## config.mk

```make
export PLATFORM = sky130hd
export DESIGN_NAME = board_frame_scheduler_flat
export DESIGN_NICKNAME = d
export VERILOG_FILES = /design/src/rtl/display_pkg.sv /design/src/rtl/board_frame_scheduler_if.sv /design/src/rtl/board_fifo2.sv /design/src/rtl/board_frame_scheduler.sv /design/src/flat_wrapper.sv
export SDC_FILE = /design/constraint.sdc
export NUM_CORES = 1
export LEC_CHECK = 0
export ABC_CLOCK_PERIOD_IN_PS = 2800
export CORE_AREA = 2 2 210 160
export DETAILED_ROUTE_END_ITERATION = 10
export DIE_AREA = 0 0 212 162
export SKIP_CTS_REPAIR_TIMING = 1
export SYNTH_ARGS = -nofsm -noshare
export SYNTH_HDL_FRONTEND = slang
export SYNTH_SLANG_ARGS = --single-unit
```

## constraint.sdc

```tcl
create_clock -name i_clk -period 2.8 [get_ports i_clk]
set_input_delay 0.42 -clock i_clk [delete_from_list [all_inputs] [get_ports i_clk]]
set_output_delay 0.42 -clock i_clk [all_outputs]
set_load 0.005 [all_outputs]
```

## src/rtl/display_pkg.sv

```systemverilog
// Board packing shared by the VGA tile renderer and everything that feeds it.
// A board is 16 tiles of 4-bit exponent, tile 0 in the least-significant nibble.
package display_pkg;
    localparam int BOARD_W   = 64;
    localparam int TILE_W    = 4;
    localparam int NUM_TILES = BOARD_W / TILE_W;

    typedef logic [BOARD_W-1:0] board_t;
    typedef logic [TILE_W-1:0]  tile_t;

    typedef enum logic {PH_SHOW = 1'b0, PH_BLANK = 1'b1} blink_phase_t;

    function automatic tile_t tile_at(board_t b, int idx);
        return b[idx*TILE_W +: TILE_W];
    endfunction
endpackage

```

## src/rtl/board_frame_scheduler_if.sv

```systemverilog
// Board update handshake between the game logic (master) and the frame scheduler (slave).
interface board_frame_scheduler_if;
    import display_pkg::*;

    logic   upd_valid;
    board_t upd_board;
    logic   upd_ready;

    modport master (output upd_valid, output upd_board, input upd_ready);
    modport slave  (input upd_valid, input upd_board, output upd_ready);
endinterface

```

## src/rtl/board_fifo2.sv

```systemverilog
// Two-entry board FIFO, head in slot 0. Push is ignored when full; pop on empty is ignored.
module board_fifo2
    import display_pkg::*;
(
    input  logic       i_clk,
    input  logic       i_rst,
    input  logic       i_push,
    input  board_t     i_din,
    input  logic       i_pop,
    output board_t     o_head,
    output logic [1:0] o_count
);
    board_t     r_mem [2];
    logic [1:0] r_count;
    logic       w_push;
    logic       w_pop;

    assign w_push  = i_push && (r_count != 2'd2);
    assign w_pop   = i_pop && (r_count != 2'd0);
    assign o_head  = r_mem[0];
    assign o_count = r_count;

    always_ff @(posedge i_clk or negedge i_rst) begin
        if (!i_rst) begin
            r_mem[0] <= '0;
            r_mem[1] <= '0;
            r_count  <= 2'd0;
        end else begin
            case ({w_push, w_pop})
                2'b10: begin
                    r_mem[r_count[0]] <= i_din;
                    r_count           <= r_count + 2'd1;
                end
                2'b01: begin
                    r_mem[0] <= r_mem[1];
                    r_count  <= r_count - 2'd1;
                end
                // Only reachable with one entry: the new board replaces the departing head.
                2'b11:   r_mem[0] <= i_din;
                default: ;
            endcase
        end
    end
endmodule

```

## src/rtl/board_frame_scheduler.sv

```systemverilog
// Buffers board updates and commits them to the display only at frame starts,
// holding each board for MIN_FRAMES frames, with frame-synchronous blinking.
module board_frame_scheduler
    import display_pkg::*;
#(
    parameter int MIN_FRAMES       = 4,
    parameter int BLINK_FRAMES     = 16,
    parameter bit VSYNC_ACTIVE_LOW = 1'b1
) (
    input  logic                     i_clk,
    input  logic                     i_rst,     // active-low, asynchronous
    input  logic                     i_vsync,
    board_frame_scheduler_if.slave   upd,
    input  logic                     i_blink_en,
    output board_t                   o_disp_board,
    output logic                     o_disp_blank,
    output logic                     o_frame_tick,
    output logic [1:0]               o_pending,
    output logic [7:0]               o_stall_cnt
);
    localparam logic       VS_ACT    = VSYNC_ACTIVE_LOW ? 1'b0 : 1'b1;
    localparam logic [3:0] HOLD_INIT = 4'(MIN_FRAMES - 1);
    localparam logic [7:0] BLINK_TOP = 8'(BLINK_FRAMES - 1);

    logic         r_vsync_prev;
    logic         r_frame_tick;
    logic [3:0]   r_hold;
    logic [7:0]   r_blink_cnt;
    blink_phase_t r_phase;
    board_t       r_disp_board;
    logic [7:0]   r_stall_cnt;

    board_t       w_head;
    logic [1:0]   w_count;
    logic         w_ready;
    logic         w_push;
    logic         w_pop;
    logic         w_vs_start;

    assign w_ready       = (w_count != 2'd2);
    assign upd.upd_ready = w_ready;
    assign w_push        = upd.upd_valid && w_ready;
    assign w_pop         = r_frame_tick && (r_hold == 4'd0) && (w_count != 2'd0);
    // Previous vsync resets to the active level so the first tick needs a real edge.
    assign w_vs_start    = (i_vsync == VS_ACT) && (r_vsync_prev != VS_ACT);

    board_fifo2 u_fifo (
        .i_clk   (i_clk),
        .i_rst   (i_rst),
        .i_push  (w_push),
        .i_din   (upd.upd_board),
        .i_pop   (w_pop),
        .o_head  (w_head),
        .o_count (w_count)
    );

    always_ff @(posedge i_clk or negedge i_rst) begin
        if (!i_rst) begin
            r_vsync_prev <= VS_ACT;
            r_frame_tick <= 1'b0;
            r_hold       <= 4'd0;
            r_blink_cnt  <= 8'd0;
            r_phase      <= PH_SHOW;
            r_disp_board <= '0;
            r_stall_cnt  <= 8'd0;
        end else begin
            r_vsync_prev <= i_vsync;
            r_frame_tick <= w_vs_start;
            if (upd.upd_valid && !w_ready && (r_stall_cnt != 8'hFF))
                r_stall_cnt <= r_stall_cnt + 8'd1;
            if (r_frame_tick) begin
                if (w_pop) begin
                    r_disp_board <= w_head;
                    r_hold       <= HOLD_INIT;
                end else if (r_hold != 4'd0) begin
                    r_hold <= r_hold - 4'd1;
                end
                if (i_blink_en) begin
                    if (r_blink_cnt == BLINK_TOP) begin
                        r_blink_cnt <= 8'd0;
                        r_phase     <= (r_phase == PH_SHOW) ? PH_BLANK : PH_SHOW;
                    end else begin
                        r_blink_cnt <= r_blink_cnt + 8'd1;
                    end
                end else begin
                    r_blink_cnt <= 8'd0;
                    r_phase     <= PH_SHOW;
                end
            end
        end
    end

    assign o_disp_board = r_disp_board;
    assign o_disp_blank = (r_phase == PH_BLANK);
    assign o_frame_tick = r_frame_tick;
    assign o_pending    = w_count;
    assign o_stall_cnt  = r_stall_cnt;
endmodule

```

## src/flat_wrapper.sv

```systemverilog
// flat-port wrapper written by rule: the top's interface ports become plain ports
module board_frame_scheduler_flat import display_pkg::*;
#(
    parameter int MIN_FRAMES       = 4,
    parameter int BLINK_FRAMES     = 16,
    parameter bit VSYNC_ACTIVE_LOW = 1'b1
)
  (i_clk, i_rst, i_vsync, i_blink_en, o_disp_board, o_disp_blank, o_frame_tick, o_pending, o_stall_cnt, upd_upd_valid, upd_upd_board, upd_upd_ready);
  board_frame_scheduler_if upd_i ();
  input  logic i_clk;
  input  logic i_rst;
  input  logic i_vsync;
  input  logic i_blink_en;
  output board_t o_disp_board;
  output logic o_disp_blank;
  output logic o_frame_tick;
  output logic [1:0] o_pending;
  output logic [7:0] o_stall_cnt;
  input wire logic [$bits(upd_i.upd_valid)-1:0] upd_upd_valid;
  input wire logic [$bits(upd_i.upd_board)-1:0] upd_upd_board;
  output wire logic [$bits(upd_i.upd_ready)-1:0] upd_upd_ready;
  assign upd_i.upd_valid = upd_upd_valid;
  assign upd_i.upd_board = upd_upd_board;
  assign upd_upd_ready = upd_i.upd_ready;
  board_frame_scheduler #(.MIN_FRAMES(MIN_FRAMES), .BLINK_FRAMES(BLINK_FRAMES), .VSYNC_ACTIVE_LOW(VSYNC_ACTIVE_LOW)) u_core (.i_clk(i_clk), .i_rst(i_rst), .i_vsync(i_vsync), .upd(upd_i), .i_blink_en(i_blink_en), .o_disp_board(o_disp_board), .o_disp_blank(o_disp_blank), .o_frame_tick(o_frame_tick), .o_pending(o_pending), .o_stall_cnt(o_stall_cnt));
endmodule
```

==> results.json, run 1 <==
{
  "outcome": "finished, final reports clean",
  "cts_made_buffers": 24,
  "synthesis.nets": 977,
  "synth_cell_type_count": 43,
  "track_usage_pct": 14.18,
  "synth_warnings": 0,
  "finalSetupViolCount": 0,
  "max_freq_ghz": 0.4032,
  "fin_skew_ns": 0.01032,
  "layout_min_cycle_time_ns": 2.480,
  "via_per_inst": 4.683,
  "num_vias": 6978,
  "grt_pass1_vias": 7252,
  "finalHoldViolations": 0,
  "drt_iter0_drc": 363,
  "clk_path_buf_depth": 3,
  "hold-path-cell-count": 1,
  "layout.nets": 1106,
  "grt_max_degree": 125,
  "path_max_fanout": 72,
  "cp-end-kind": "register",
  "drt_first_pass_iters": 4,
  "reg2regPathDepth": 10,
  "row_count": 57,
  "ir_drop_mv": 0.4568,
  "clkSinkCount": 217,
  "io_pins": 146,
  "power_w": 0.01307,
  "antenna_found_initial": 2,
  "n_fill_cell": 3178,
  "critPathLaunchType": "register",
  "synthCells": 900,
  "dp_hpwl_mm": 14.55,
  "antenna_left": 0,
  "overflow": 0,
  "min_path_type": "in2reg",
  "coreArea_mm2": 0.03216,
  "grt_setup_unrepaired": "false",
  "gp_congestion": 0.7465,
  "maxCapViolCount": 0,
  "fin_tns_setup_ns": 0,
  "drive_above_1_share_pct": 13.18,
  "syn_avg_cell_area_um2": 10.63,
  "slew_headroom_pct": 43.19,
  "start_util_pct": 29.75,
  "final_max_slew_viol_count": 0,
  "clk_pin_slew_ns": 0.06,
  "worst-setup-path-type": "reg2reg",
  "dieArea_mm2": 0.03434,
  "period_share_pct": 88.57,
  "p_per_area_mw_per_mm2": 1061,
  "drc": 0,
  "die_y_um": 162,
  "worstPathRequired_ns": 3.20,
  "arrival_ns": 2.88,
  "cts_tree": "built",
  "wl_per_cell_um": 16.09,
  "tightestPinTransition_ns": 0.8521,
  "syn_area_mm2": 0.009569,
  "ys_seq_elements": 217,
  "wirelength_mm": 23.98,
  "clk_latency_ns": 0.52,
  "synth_seq_area_share_pct": 56.75,
  "port_buffers": 145,
  "syn_to_final_growth_pct": 28.74,
  "root_buffer": "clkbuf_16",
  "regArea_mm2": 0.005430,
  "grt_first_pass_wirelength_mm": 39.27,
  "die_w_um": 212,
  "htree_levels": 1,
  "p_leak_nw": 5.248,
  "multi_input_area_mm2": 0.003741
}
layout make-up:
cell class / count / share of cell area (%)
flip-flops and latches: 217 / 44.08
clock buffers: 34 / 5.596
well taps: 442 / 4.489
inverters: 10 / 0.3250
multi-input cells: 609 / 30.37
repair buffers: 167 / 14.20
clock inverters: 10 / 0.9242
diodes: 1 / 0.02031
critical path, cell delays in order, from the launching register on:
cell,delay (ns)
dfrtp_1,0.39
inv_1,0.10
ha_1,0.21
nor4bb_4,0.31
and2_4,0.22
inv_4,0.05
ha_1,0.17
o21ba_4,0.26
buf_12,0.29
o21ai_1,0.13
o22a_1,0.19
final timing paths:
check,end,slack [ns],start
setup / recovery,u_core.u_fifo.o_head[34],0.32,u_core.r_hold[0]
hold / removal,u_core.r_vsync_prev,0.37,i_vsync
setup reg to reg,u_core.u_fifo.o_head[34],0.32,u_core.r_hold[0]
hold reg to reg,u_core.o_disp_board[24],0.46,u_core.u_fifo.o_head[24]
max in group asynchronous,u_core.u_fifo.o_head[56],1.58,i_rst
min in group asynchronous,u_core.u_fifo.o_head[11],0.43,i_rst
placed cells by master, fill, tap and decap left out, types with 4 or more instances in the layout:
master	n
clkdlybuf4s50_1	144
o21ai_1	57
nand2_1	262
o21ai_0	9
mux2_2	66
nand4_1	5
buf_4	11
and3_1	7
nor2_1	15
nand2b_1	4
nor3_1	4
a21oi_1	7
dfrtp_1	217
buf_12	10
o22a_1	60
o21a_1	60
clkbuf_16	25
ha_1	7
clkbuf_1	6
clkinv_2	4
xnor2_1	9
xor2_1	6
inv_1	9
nand3_1	4
per-layer routing:
metal  share of wire [%]  vias up  routed length (um)  GRT usage (%)
li1                    -     3331                   -              -
met1                  49     3489               11780          19.75
met2                  45      129               10730          22.65
met3                 4.7       27                1133          3.442
met4                 1.3        2                 320          2.465
met5               0.067        -                  16              0
per-stage QoR:
step / hold slack [ns] / util [%] / area (um^2) / setup WS [ns] / cells
after CTS: -0.1747 / 38.26 / 12310 / 0.3031 / 1488
final: 0.3739 / 38.30 / 12320 / 0.3201 / 1490
after global placement: 0.3911 / 35.76 / 11500 / 0.4390 / 1444
after global routing: 0.3697 / 38.29 / 12320 / 0.1477 / 1489
after floorplan: 0.1244 / - / 9569 / 0.2517 / 900
after detailed placement: 0.3898 / 35.76 / 11500 / 0.3111 / 1444
Yosys cell counts:
library cell	n	area share, %
nor4bb_4	1	0.26
a31oi_1	1	0.065
inv_2	1	0.039
o21a_1	60	4.7
xor2_1	6	0.55
a211oi_2	1	0.13
nor2b_1	3	0.20
a21o_1	2	0.16
or2_2	1	0.065
buf_4	13	1.0
inv_1	9	0.35
nand2_1	263	10
clkbuf_2	5	0.26
o31ai_1	1	0.078
nand2b_1	4	0.26
buf_2	24	1.3
mux2_2	66	7.8
and3_1	7	0.46
clkbuf_1	14	0.55
nor3_1	4	0.21
o21ai_1	57	3.0
or4b_1	1	0.10
xnor2_1	9	0.82
or3b_2	1	0.092
dfrtp_1	217	57
a21oi_1	7	0.37
nor2_1	15	0.59
and2_4	1	0.092
nand4_1	5	0.33
o21ai_0	9	0.47
o22ai_1	1	0.065
a211o_1	1	0.092
ha_1	8	1.0
buf_6	8	0.94
o22a_1	60	5.5
a21oi_2	1	0.092
and4_1	1	0.092
nand3_1	4	0.21
o21ba_2	1	0.10
mux2i_1	1	0.10
or4b_2	1	0.10
a211oi_1	3	0.24
and2_1	2	0.13
report_power, final:
part | total [W] | internal [W] | switching [W]
Clock | 0.00321 | 0.00191 | 0.00130
Combinational | 0.00439 | 0.00256 | 0.00183
Sequential | 0.00547 | 0.00461 | 0.000857
cells by family after synthesis:
| group | Yosys count | share of synthesized area (%) |
|---|---|---|
| DFF | 217 | 56.75 |
| adders and majority gates | 8 | 1.046 |
| xor gates and xnor gates | 15 | 1.373 |
| buffers and inverters | 74 | 4.419 |
| muxes | 67 | 7.871 |
| and+or+nand+nor | 314 | 13.51 |
| AOI/OAI and AO/OA | 205 | 15.04 |
flip-flops by register name, summed over array words and instances, names as in the netlist:
signal	cells
u_core.o_disp_board	64
u_core.u_fifo.o_head	64
u_core.u_fifo.r_mem	64
u_core.o_stall_cnt	8
u_core.r_blink_cnt	8
u_core.r_hold	4
u_core.u_fifo.o_count	2
u_core.o_disp_blank	1
u_core.o_frame_tick	1
u_core.r_vsync_prev	1
Note: power is estimated with default switching activity, not from simulation.
==> inputs of run 2 (changes only) <==
- PLACE_DENSITY: unset -> 0.58
==> run 2 against run 1 <==
Global-route usage is 0.071 points higher. Sequential cell count stayed put. Die area stayed put. Hold slack better by 0.064 ns. Total power is 0.64% lower. Core utilization hardly changed. Maximum frequency is 1.1% lower. Count of clock-buffer cells in the layout is 1 lower. Critical path depth stayed put. Setup slack worse by 0.028 ns. Final area is 0.12% lower. Register-to-register slack worse by 0.03 ns.
==> results.json, run 2 (same netlist as run 1, synthesis figures left out) <==
{
  "use_met3_pct": 3.442,
  "finalSetupViolCount": 0,
  "critPathBufInv": 3,
  "clkSinkCount": 217,
  "cts_tree": "built",
  "layout_common_cells": "262 x nand2_1, 217 x dfrtp_1, 144 x clkdlybuf4s50_1, 66 x mux2_2",
  "die_y_um": 162,
  "coreArea_mm2": 0.03216,
  "antenna_found_initial": 2,
  "cp_top_family": "compound AO/OA/AOI/OAI gates",
  "path_max_fanout": 66,
  "fin_skew_ns": 0.01527,
  "overflow": 0,
  "antenna_left": 0,
  "wl_per_cell_um": 16.23,
  "outcome": "finished, final reports clean",
  "row_count": 57,
  "arrival_ns": 2.91,
  "fin_tns_setup_ns": 0,
  "reg2regPathDepth": 10,
  "p_leak_nw": 5.253,
  "clk_path_buf_depth": 3,
  "hold-path-cell-count": 1,
  "syn_to_final_growth_pct": 28.58,
  "cp-end-kind": "register",
  "port_buffers": 145,
  "finalHoldViolations": 0,
  "drive_above_1_share_pct": 13.03,
  "dp_hpwl_mm": 14.63,
  "ir_drop_mv": 0.4869,
  "wirelength_mm": 24.16,
  "htree_levels": 1,
  "io_pins": 146,
  "n_fill_cell": 3215,
  "die_w_um": 212,
  "root_buffer": "clkbuf_16",
  "p_per_area_mw_per_mm2": 1056,
  "max_freq_ghz": 0.3988,
  "gp_congestion": 0.7309,
  "layout_min_cycle_time_ns": 2.507,
  "start_util_pct": 29.75,
  "slew_headroom_pct": 56.35,
  "track_usage_pct": 14.25,
  "whs_ns": 0.4378,
  "r2r-start": "u_core.r_hold[0]",
  "hold_end": "u_core.r_vsync_prev",
  "min_from": "i_vsync",
  "globalRouteMet2Util_pct": 22.79,
  "layout.nets": 1107,
  "worst-setup-path-type": "reg2reg",
  "grt_setup_unrepaired": "false",
  "crit_path_frequent_cell": "ha_1",
  "grt_max_degree": 110,
  "grt_first_pass_wirelength_mm": 39.13,
  "cts_made_buffers": 24,
  "path_cells": "inv_1, ha_1, nor4bb_4, and2_4, inv_4, ha_1, o21ba_4, buf_16, o21ai_1, o22a_1",
  "critPathSlowestCell": "dfrtp_1",
  "final_max_slew_viol_count": 0,
  "r2r_end": "u_core.u_fifo.o_head[34]",
  "clk_latency_ns": 0.52,
  "dieArea_mm2": 0.03434,
  "num_vias": 6989,
  "grt_pass1_vias": 7089,
  "drc": 0,
  "drt_iter0_drc": 312,
  "final_common_cell": "nand2_1",
  "drt_first_pass_iters": 6,
  "worstPathRequired_ns": 3.20,
  "min_path_type": "in2reg",
  "met1_usage_pct": 19.75,
  "via_per_inst": 4.697,
  "maxCapViolCount": 0,
  "tightestPinTransition_ns": 0.6547,
  "period_share_pct": 89.55,
  "regToRegSetupSlack_ns": 0.29,
  "clk_pin_slew_ns": 0.07,
  "critPathMaxStageDelay_ns": 0.39,
  "grt-busiest-layer": "met2",
  "critPathLaunchType": "register"
}
[run 2: cell types whose count changed in the layout (fill, tap and decap cells not counted), sizes merged]
cell | previous run | this run
clkinvlp | 3 | 0
diode | 1 | 2
clkbuf | 34 | 33
clkinv | 4 | 5
buf | 22 | 23
inv | 11 | 10
[run 2: how the worst max path moves through the flow]
stage / startpoint / to / slack, ns / depth (start not counted)
global route: u_core.r_hold[0] / u_core.u_fifo.o_head[19] / 0.07 / 10
floorplan: u_core.r_hold[0] / u_core.u_fifo.r_mem[0] / 0.25 / 11
global placement: u_core.r_hold[0] / u_core.u_fifo.o_head[36] / 0.27 / 10
detailed placement: u_core.r_hold[0] / u_core.u_fifo.o_head[34] / 0.20 / 10
CTS: u_core.r_hold[0] / u_core.u_fifo.o_head[16] / 0.16 / 10
finish: u_core.r_hold[0] / u_core.u_fifo.o_head[34] / 0.29 / 10
[run 2: worst reg2reg max path, delay by kind of cell, from the launching register on]
family | cells | cell delay [ns]
adder cells (fa/ha/maj) | 2 | 0.40
AND/OR/NAND/NOR | 2 | 0.50
AO/OA/AOI/OAI | 3 | 0.64
buffers and inverters | 3 | 0.46
flip-flops | 1 | 0.39
[run 2: area by class of cell]
type                    count  area [um^2]  area share (%)
diodes                      2        5.005         0.04068
clock buffers              33        685.7           5.573
clock inverters             7        85.08          0.6915
inverters                  10        40.04          0.3254
multi-input cells         609         3741           30.40
flip-flops and latches    217         5430           44.13
well taps                 442        553.0           4.495
repair buffers            168         1764           14.34
[run 2: stage by stage]
step | worst slack (ns) | util, % | total power [W] | cell area (um^2) | std cells
floorplan | 0.2517 | - | 0.008047 | 9569 | 900
CTS | 0.1635 | 38.18 | 0.01319 | 12280 | 1485
global route | 0.07183 | 38.24 | 0.01389 | 12300 | 1486
finish | 0.2926 | 38.25 | 0.01299 | 12300 | 1488
detailed placement | 0.2013 | 35.79 | 0.009948 | 11510 | 1445
global placement | 0.2679 | 35.79 | 0.009818 | 11510 | 1445
[run 2: report_power, final]
group	internal, W	switching, W	total (W)
registers	0.00461	0.000805	0.00542
logic	0.00257	0.00185	0.00442
clock network	0.00188	0.00127	0.00315
total	0.00906	0.00393	0.0130
[run 2: per-layer routing]
metal,vias to the layer above,part of all wire [%]
li1,3330,-
met5,-,0
met2,134,45
met1,3498,48
met3,27,5.1
met4,0,1.5
